`config.mk`:
```
export PLATFORM = sky130hd
export DESIGN_NAME = demux4_buf
export DESIGN_NICKNAME = d
export VERILOG_FILES = /design/src/rtl/demux4_buf_pkg.sv /design/src/rtl/demux4_slot.sv /design/src/rtl/demux4_buf.sv
export SDC_FILE = /design/constraint.sdc
export NUM_CORES = 1
export LEC_CHECK = 0
export CORE_MARGIN = 3
export CORE_UTILIZATION = 44
export CTS_BUF_LIST = sky130_fd_sc_hd__clkbuf_4
export DETAILED_ROUTE_END_ITERATION = 10
export GPL_TIMING_DRIVEN = 0
export PLACE_DENSITY_LB_ADDON = 0.12
export REMOVE_ABC_BUFFERS = 1
export SLEW_MARGIN = 20
export SYNTH_ARGS = -nofsm -noshare
export SYNTH_HDL_FRONTEND = slang
export SYNTH_HIERARCHICAL = 1
export SYNTH_SLANG_ARGS = --single-unit
export TNS_END_PERCENT = 1
```
`constraint.sdc`:
```
create_clock -name clk -period 1.6 [get_ports clk]
set_clock_uncertainty 0.1 [all_clocks]
set_input_delay 0.32 -clock clk [delete_from_list [all_inputs] [get_ports clk]]
set_output_delay 0.32 -clock clk [all_outputs]
set_load 0.005 [all_outputs]
```
`src/rtl/demux4_buf_pkg.sv`:
```
// Shared types for the 1-to-4 stream demultiplexer.
package demux4_buf_pkg;

  // Number of output channels fed by the demultiplexer
  localparam int DEMUX_CHANNELS = 4;

  // Destination channel tag carried alongside each input word
  typedef logic [1:0] demux_sel_t;

endpackage

```
`src/rtl/demux4_slot.sv`:
```
// Single-entry holding register for one demux output channel.
// A load always wins over a drain, so a same-cycle drain and refill
// leaves the slot full with the new word and no bubble.
module demux4_slot #(
  parameter int width = 32
) (
  input  logic             clk,
  input  logic             rst,
  input  logic             load,
  input  logic [width-1:0] d,
  input  logic             ready,
  output logic             valid,
  output logic [width-1:0] q
);

  // Occupancy flag: set by a load, cleared by a drain without a refill
  always_ff @(posedge clk or posedge rst) begin
    if (rst) begin
      valid <= 1'b0;
    end else if (load) begin
      valid <= 1'b1;
    end else if (valid && ready) begin
      valid <= 1'b0;
    end
  end

  // Held word: only a load changes it, so it stays stable while stalled
  always_ff @(posedge clk or posedge rst) begin
    if (rst) begin
      q <= '0;
    end else if (load) begin
      q <= d;
    end
  end

endmodule

```
`src/rtl/demux4_buf.sv`:
```
// Registered 1-to-4 stream demultiplexer. Each input word is steered by
// in_sel into one of four single-entry slots; backpressure depends only
// on the selected slot so a stalled consumer never blocks the others.
module demux4_buf
  import demux4_buf_pkg::*;
#(
  parameter int width = 32
) (
  input  logic                      clk,
  input  logic                      rst,
  input  logic                      in_valid,
  output logic                      in_ready,
  input  demux_sel_t                in_sel,
  input  logic [width-1:0]          in_data,
  output logic [DEMUX_CHANNELS-1:0] out_valid,
  input  logic [DEMUX_CHANNELS-1:0] out_ready,
  output logic [width-1:0]          out_data0,
  output logic [width-1:0]          out_data1,
  output logic [width-1:0]          out_data2,
  output logic [width-1:0]          out_data3
);

  logic [DEMUX_CHANNELS-1:0] load;
  logic [width-1:0]          slot_data [DEMUX_CHANNELS];

  // The selected slot can accept when empty or when it drains this cycle;
  // forced low in reset so nothing is accepted while slots are cleared
  assign in_ready = !rst && (!out_valid[in_sel] || out_ready[in_sel]);

  // Decode the accepted word into a one-hot load for its destination slot
  always_comb begin
    load = '0;
    if (in_valid && in_ready) begin
      load[in_sel] = 1'b1;
    end
  end

  for (genvar i = 0; i < DEMUX_CHANNELS; i++) begin : g_slot
    demux4_slot #(
      .width (width)
    ) u_slot (
      .clk   (clk),
      .rst   (rst),
      .load  (load[i]),
      .d     (in_data),
      .ready (out_ready[i]),
      .valid (out_valid[i]),
      .q     (slot_data[i])
    );
  end

  assign out_data0 = slot_data[0];
  assign out_data1 = slot_data[1];
  assign out_data2 = slot_data[2];
  assign out_data3 = slot_data[3];

endmodule

```
==> out/metrics.cfg, run 1 <==
[route]
wl_per_cell_um=20.2
wirelength_um=14200
dr.pass1.iters=4
drt-initial-drc-count=195
drc=0
vias_per_cell=4.80
postRouteAntennaNets=0
vias=3365

[sta]
maxSlewHeadroom=0.688
fin_crit_ns=1.97
drv_slew=0
final_hold_viol_count=0
worst_slack_ns=-0.366
period_share=1.23
rsz0062_at_grt=yes
max_freq_mhz=509
worst_slew_pin_slew_ns=0.467
setup_viol=104

[synth]
syn_inst=306
synth_flop_cell=dfrtp_1
ys_types=18
yosys_register_bits=132
synth_edf_count=0
yosysSeqAreaShare=0.586
synthesis.area_um2=5640
synthTopCellsByArea=dfrtp_1 59%, mux2_4 31%, buf_12 4.3%
async_flop_share=1.00
netlist.area_leader.share=0.586
synth_top_area_cell=dfrtp_1
syn_area_per_cell_um2=18.4
yosysWarnings=6

[worst_setup_path]
crit_arrival_ns=1.55
worstPathCellList=nor4b_4 > nor4_1 > buf_2
cp-end-kind=output pin
critPathSlowestCell=dfrtp_2
required_ns=1.18
crit_type=reg -> out
start_kind=register
worst-path-max-fanout=4
max_stage_delay_ns=0.45

[global_routing]
grt_max_degree=26
grt.overflow.total=0
antenna_found_initial=0
grt_pass1_wl_um=22500
grt_use_total=0.208
first_global_vias=3763

[die]
initial_utilization=0.460
core_region_area_um2=12300
dieArea_um2=14200
die_height_um=119
die_w_um=119
ios=174
std_cell_rows=40

[clocking]
cts_tree=done
clock_path_buffers=2
path_clk_slew_ns=0.11
numCtsBuffers=17
clock_latency_ns=0.53
clockRootBuffer=clkbuf_4
cts_sinks=132
htree_levels=4

[placed_design]
port_buffers=173
place_congestion=0.749
place_inst=657
hpwl_um=9910

[cells_and_area]
drive_above_1_share=0.632
nets=560
final_common_cell=dfrtp_1
layout.cells.non_filler=701
most-common-layout-cells=131 x dfrtp_1, 121 x mux2_4, 80 x clkbuf_2
syn2layout_area_growth_pct=32.1

[power_and_ir_drop]
p_total_w=0.00880
powerDensity_nw_per_um2=1180
leakagePower_nw=3.68
ir_worst_vdd_uv=653

[min_path]
min_path_type=in -> reg

[outcome]
status=finished with violations
violations=setup timing

[flow_run]
drv_cap=0

cell usage after synthesis (2+ instances only):
master    instances
o21ai_0           2
mux2_2           12
nor4b_1           2
buf_6             4
nand3b_1          2
a21o_1            4
nor3_1            2
inv_1            11
dfrtp_1         132
mux2_4          116
buf_12           12
worst max-delay path: cells and delay by family, from the launching register on:
family	cells	cell delay, ns
and+or+nand+nor	2	0.40
DFF	1	0.45
buffers and inverters	1	0.16
report_power, final:
group | switching (W) | total [W] | internal [W]
Combinational | 0.000884 | 0.00249 | 0.00161
Clock | 0.00109 | 0.00177 | 0.000681
Sequential | 0.000446 | 0.00453 | 0.00409
Total | 0.00242 | 0.00880 | 0.00638
flip-flops by register name, indices dropped and copies added, names as in the netlist:
name	cells
g_slot.u_slot/q	128
g_slot.u_slot/valid	4
worst paths after layout:
path,start,endpoint,slack [ns],depth (start not counted)
max,g_slot[0].u_slot/valid,in_ready,-0.37,3
min,out_ready[1],g_slot[1].u_slot/valid,0.33,3
max reg2reg,g_slot[0].u_slot/valid,g_slot[0].u_slot/q[0],-0.32,7
min reg2reg,g_slot[1].u_slot/q[15],g_slot[1].u_slot/q[15],0.41,1
max in group asynchronous,rst,g_slot[0].u_slot/q[10],0.36,4
min in group asynchronous,rst,g_slot[2].u_slot/q[25],0.48,3
area by class of cell:
type | count | area [µm²]
fillers | 1008 | 4820
well taps | 168 | 210
diodes | 1 | 2.50
repair buffers | 210 | 1580
clock buffers | 23 | 173
flip-flops and latches | 132 | 3300
multi-input cells | 147 | 2100
clock inverters | 9 | 38.8
inverters | 11 | 41.3
cells by family after synthesis:
family | synth area share
mux | 0.333
compound gates | 0.00999
simple gates | 0.0131
flops | 0.586
buf+inv | 0.0579
layer usage:
| metal | global-route usage | up-vias | share of wire |
|---|---|---|---|
| li1 | - | 1507 | - |
| met4 | 0.0717 | 0 | 0.016 |
| met2 | 0.325 | 130 | 0.48 |
| met3 | 0.0755 | 15 | 0.079 |
| met5 | 0 | - | 0 |
| met1 | 0.267 | 1713 | 0.42 |
what timing repair did:
item,CTS,global route
pin swaps,5,4
hold buffers,1,0
hold endpoints to repair,47,0
resized for setup,410,94
setup buffers,9,1
endpoints found under the setup margin,259,193
per-stage QoR:
stage / utilization / hold slack (ns) / worst slack, ns / setup TNS (ns) / cell area (µm²)
after floorplan: - / 0.349 / -7.91 / -507.83 / 5350
after global placement: 0.595 / 0.391 / -12.77 / -1008.96 / 7290
after detailed placement: 0.620 / 0.392 / -1.55 / -132.87 / 7600
after CTS: 0.637 / 0.277 / -0.421 / -16.10 / 7810
after global routing: 0.607 / 0.299 / -0.509 / -22.20 / 7440
final: 0.607 / 0.329 / -0.366 / -16.78 / 7440
(Power assumes the default switching activity.)
==> run 2: changes to the inputs <==
--- a/config.mk
+++ b/config.mk
@@ -6,7 +6,7 @@
 export NUM_CORES = 1
 export LEC_CHECK = 0
 export CORE_MARGIN = 3
-export CORE_UTILIZATION = 44
+export CORE_UTILIZATION = 52
 export CTS_BUF_LIST = sky130_fd_sc_hd__clkbuf_4
 export DETAILED_ROUTE_END_ITERATION = 10
 export GPL_TIMING_DRIVEN = 0
==> constraint.sdc (replaced) <==
create_clock -name clk -period 2.5 [get_ports clk]
set_clock_uncertainty 0.1 [all_clocks]
set_input_delay 0.5 -clock clk [delete_from_list [all_inputs] [get_ports clk]]
set_output_delay 0.5 -clock clk [all_outputs]
set_load 0.005 [all_outputs]
==> run 2 against run 1 <==
Net effect: the run now ends clean; critical path depth rose by 5; sequential power fell by 36%; final cell count is 6.1% lower; worst hold slack lost 0.27 ns; critical endpoint is now g_slot[2].u_slot/q[10]; die area shrank 15%; combinational power fell by 18%; global-route usage up 3.8 points; first-iteration DRC count is 54% lower.
==> out/metrics.cfg, run 2 (synthesis results as in run 1) <==
[placed_design]
port_buffers=173
place_congestion=0.773
place_inst=625
hpwl_um=9850

[route]
wl_per_cell_um=20.9
drt-initial-drc-count=89
vias=3335
vias_per_cell=5.07
wirelength_um=13700
postRouteAntennaNets=0
drc=0
dr.pass1.iters=4

[global_routing]
grt_max_degree=28
antenna_found_initial=0
grt.overflow.total=0
first_global_vias=3705
grt_pass1_wl_um=21700
grt_use_total=0.246

[die]
std_cell_rows=37
ios=174
die_height_um=110
initial_utilization=0.541
core_region_area_um2=10400
die_w_um=110
dieArea_um2=12100

[worst_setup_path]
r2r_start=g_slot[2].u_slot/valid
cp-endpoint=g_slot[2].u_slot/q[10]
start_kind=primary input
crit_arrival_ns=2.74
cp-end-kind=register
worst-path-max-fanout=7
critPathSlowestCell=clkdlybuf4s50_1
startpoint=in_valid
max_stage_delay_ns=0.49
crit_top_cell=buf_6
regToRegEndpoint=g_slot[2].u_slot/q[10]
required_ns=2.83
crit_type=in -> reg
ff2ff_setup_slack_ns=0.17
worstPathCellList=clkdlybuf4s50_1 > nand3b_1 > nor3_4 > buf_6 > buf_6 > buf_6 > buf_4 > mux2_2
r2r_cells=7

[sta]
period_share=0.965
final_hold_viol_count=0
finalSetupTns_ns=0
maxSlewHeadroom=0.643
worst_slew_pin_slew_ns=0.534
drv_slew=0
max_freq_mhz=415
setup_viol=0
fin_crit_ns=2.41
rsz0062_at_grt=no

[cells_and_area]
layout.cells.non_filler=658
fin_util=0.760
most-common-layout-cells=169 x clkdlybuf4s50_1, 132 x dfrtp_1, 116 x mux2_4
antennaDiodeCount=0
nFillCells=661
drive_above_1_share=0.368
reg.largest.list=g_slot.u_slot/q (128), g_slot.u_slot/valid (4)
nets=550
largest_register_ffs=128
regMostFlops=g_slot.u_slot/q
final_common_cell=clkdlybuf4s50_1
syn2layout_area_growth_pct=40.4

[clocking]
cts_tree=done
post_cts_buffers=0
clockRootBuffer=clkbuf_4
clock_latency_ns=0.53
path_clk_slew_ns=0.11
htree_levels=4
clock_path_buffers=2
cts_sinks=132
numCtsBuffers=17

[flow_run]
drv_cap=0

[power_and_ir_drop]
powerDensity_nw_per_um2=826
leakagePower_nw=3.56
ir_worst_vdd_uv=535

[min_path]
min_path_type=in -> async

[outcome]
status=finished clean

-- run 2: changes by cell type in the layout (fill, tap and decap cells not counted), moves of 4 or more --
cell             previous run  this run
buf_6                      18         5
mux2_2                      7        12
clkbuf_2                   80         0
buf_8                       5         0
clkdlybuf4s50_1            37       169
mux2_4                    121       116
buf_4                       5         9
buf_2                      52         6
clkbuf_4                   23        18
bufinv_16                   0         4
-- run 2: worst max-delay path: cells and delay by family --
kind,cells,cell delay (ns)
buf+inv,5,1.22
simple gates,2,0.67
mux,1,0.34
-- run 2: timing repair --
action	CTS	global route
endpoints found under the hold margin	12	0
endpoints found under the setup margin	37	0
gates resized for setup	6	0
hold buffers	1	0
-- run 2: worst min path at each step --
stage | depth (start not counted) | slack [ns] | end | start
after global placement | 1 | 0.39 | g_slot[1].u_slot/valid | g_slot[1].u_slot/valid
after floorplan | 1 | 0.40 | g_slot[1].u_slot/valid | g_slot[1].u_slot/valid
after detailed placement | 1 | 0.39 | g_slot[2].u_slot/q[23] | g_slot[2].u_slot/q[23]
final | 2 | 0.06 | g_slot[0].u_slot/q[16] | rst
after CTS | 2 | 0.009 | g_slot[0].u_slot/q[16] | rst
after global routing | 2 | 0.05 | g_slot[1].u_slot/q[18] | rst
-- run 2: power breakdown --
part	switching, W	total, W	internal [W]
combinational	0.000553	0.00203	0.00148
sequential	0.000290	0.00291	0.00262
clock	0.000798	0.00160	0.000797
-- run 2: metrics by stage --
| stage | hold WS, ns | area [µm²] | setup WS (ns) | power [W] |
|---|---|---|---|---|
| after CTS | 0.00861 | 7910 | 0.0661 | 0.00660 |
| after floorplan | 0.399 | 5350 | -7.19 | 0.00370 |
| after global routing | 0.0507 | 7910 | 0.0101 | 0.00687 |
| after detailed placement | 0.391 | 7570 | -0.872 | 0.00498 |
| final | 0.0570 | 7910 | 0.0876 | 0.00653 |
| after global placement | 0.389 | 7250 | -12.41 | 0.00492 |
-- run 2: layout make-up --
type / instances / area [µm²] / share of cell area
clock buffers: 18 / 135 / 0.0171
repair buffers: 200 / 2030 / 0.256
flip-flops and latches: 132 / 3300 / 0.418
clock inverters: 14 / 186 / 0.0236
multi-input cells: 147 / 2050 / 0.259
well taps: 136 / 170 / 0.0215
inverters: 11 / 41.3 / 0.00522
-- run 2: metal layers --
metal  GRT usage  wire (µm)  up-vias
met3      0.0833       1020       17
met1       0.313       5690     1701
met2       0.391       6770      132
met4      0.0950        240        0
li1            -          -     1485
met5           0          0        -
==> run 3: changes to the inputs <==
--- a/config.mk
+++ b/config.mk
@@ -12,6 +12,7 @@
 export GPL_TIMING_DRIVEN = 0
 export PLACE_DENSITY_LB_ADDON = 0.12
 export REMOVE_ABC_BUFFERS = 1
+export SKIP_CTS_REPAIR_TIMING = 1
 export SLEW_MARGIN = 20
 export SYNTH_ARGS = -nofsm -noshare
 export SYNTH_HDL_FRONTEND = slang
==> run 3 against run 2 <==
Net effect: sequential power barely moved; global-route usage shrank 0.10 points; power about the same; highest routed layer unchanged.
==> out/metrics.cfg, run 3 (synthesis results as in run 1) <==
[sta]
setup_viol=0
worst_slew_pin_slew_ns=0.531
rsz0062_at_grt=no
worst_slack_ns=0.0951
fin_crit_ns=2.40
maxSlewHeadroom=0.645
hold_slack_ns=0.412
drv_slew=0
period_share=0.962
max_freq_mhz=416
final_hold_viol_count=0

[cells_and_area]
antennaDiodeCount=0
fin_area_um2=7930
nets=550
drive_above_1_share=0.368
regArea_um2=3300
final_common_cell=clkdlybuf4s50_1
most-common-layout-cells=169 x clkdlybuf4s50_1, 132 x dfrtp_1, 116 x mux2_4
reg.largest.list=g_slot.u_slot/q (128), g_slot.u_slot/valid (4)
regMostFlops=g_slot.u_slot/q
syn2layout_area_growth_pct=40.6
multi_input_area_um2=2050
largest_register_ffs=128
nFillCells=655

[power_and_ir_drop]
powerDensity_nw_per_um2=825
ir_worst_vdd_uv=535
leakagePower_nw=3.59

[placed_design]
placed_cell_area_um2=7570
port_buffers=173
place_congestion=0.773
hpwl_um=9850
post-place-ws_ns=-0.872

[global_routing]
grt_use_total=0.245
first_global_vias=3697
grt_pass1_wl_um=21600
grt_max_degree=28
grt.overflow.total=0
antenna_found_initial=0

[worst_setup_path]
crit_buf_inv=5
r2r_start=g_slot[0].u_slot/valid
crit_type=in -> reg
cp-end-kind=register
regToRegEndpoint=g_slot[0].u_slot/q[23]
start_kind=primary input
crit_top_cell=buf_6
cp_top_family=buffers and inverters
ff2ff_setup_slack_ns=0.16
critPathSlowestCell=clkdlybuf4s50_1
worst-path-max-fanout=7
required_ns=2.84
max_stage_delay_ns=0.49
r2r_cells=6
crit_arrival_ns=2.75
worstPathCellList=clkdlybuf4s50_1 > nand3b_1 > nor3_4 > buf_6 > buf_6 > buf_6 > buf_4 > mux2_2

[clocking]
clock_path_buffers=2
clock_latency_ns=0.54
numCtsBuffers=17
cts_sinks=132
cts_tree=done
clockRootBuffer=clkbuf_4
path_clk_slew_ns=0.11
htree_levels=4

[route]
wirelength_um=13800
wl_per_cell_um=21.0
vias_per_cell=5.09
dr.pass1.iters=4
vias=3346
drt-initial-drc-count=98
drc=0
postRouteAntennaNets=0

[min_path]
hold_path_depth=1
min_path_type=reg -> reg
min_delay_worst_endpoint=g_slot[1].u_slot/valid
min-delay-start=g_slot[1].u_slot/valid

[die]
initial_utilization=0.541
core_region_area_um2=10400
die_height_um=110
std_cell_rows=37
die_w_um=110
dieArea_um2=12100
ios=174

[outcome]
status=finished clean

[flow_run]
drv_cap=0

[run 3: changes by cell type in the layout (fill, tap and decap cells not counted), sizes merged]
cell	before	now
dlymetal6s2s	0	4
dlygate4sd2	4	0
[run 3: per-stage QoR]
| step | power [W] | cells | TNS (ns) | util |
|---|---|---|---|---|
| 2_1_floorplan | 0.00370 | 290 | -409.63 | - |
| 3_3_place_gp | 0.00492 | 599 | -796.45 | 0.696 |
| 3_5_place_dp | 0.00498 | 625 | -41.61 | 0.726 |
| 4_1_cts | 0.00660 | 657 | -4.38 | 0.757 |
| 5_1_grt | 0.00688 | 658 | 0 | 0.761 |
| 6_report | 0.00654 | 658 | 0 | 0.761 |
[run 3: cell type report]
class	count	share of cell area
inverters	11	0.00521
multi-input cells	147	0.259
flip-flops and latches	132	0.417
repair buffers	200	0.257
clock inverters	14	0.0235
clock buffers	18	0.0170
well taps	136	0.0215
[run 3: worst max path at each step]
stage,startpoint,to,slack (ns),depth (start not counted)
detailed placement,rst,g_slot[0].u_slot/q[23],-0.87,8
global placement,rst,g_slot[0].u_slot/q[11],-12.41,4
floorplan,rst,g_slot[0].u_slot/q[10],-7.19,3
finish,in_valid,g_slot[2].u_slot/q[10],0.1,8
global route,in_valid,g_slot[2].u_slot/q[10],0.09,8
CTS,rst,g_slot[0].u_slot/q[23],-0.27,8
[run 3: where the power goes]
group | switching (W) | leakage [nW] | internal, W
sequential | 0.000290 | 1.59 | 0.00262
clock | 0.000800 | 0.163 | 0.000797
combinational | 0.000554 | 1.83 | 0.00148
total | 0.00164 | 3.59 | 0.00489
[run 3: per-layer routing]
| metal | GRT usage | part of all wire | vias to the layer above |
|---|---|---|---|
| met3 | 0.0833 | 0.074 | 21 |
| met1 | 0.313 | 0.41 | 1715 |
| met2 | 0.388 | 0.49 | 128 |
| met5 | 0 | 0 | - |
| met4 | 0.0950 | 0.020 | 0 |
| li1 | - | - | 1482 |
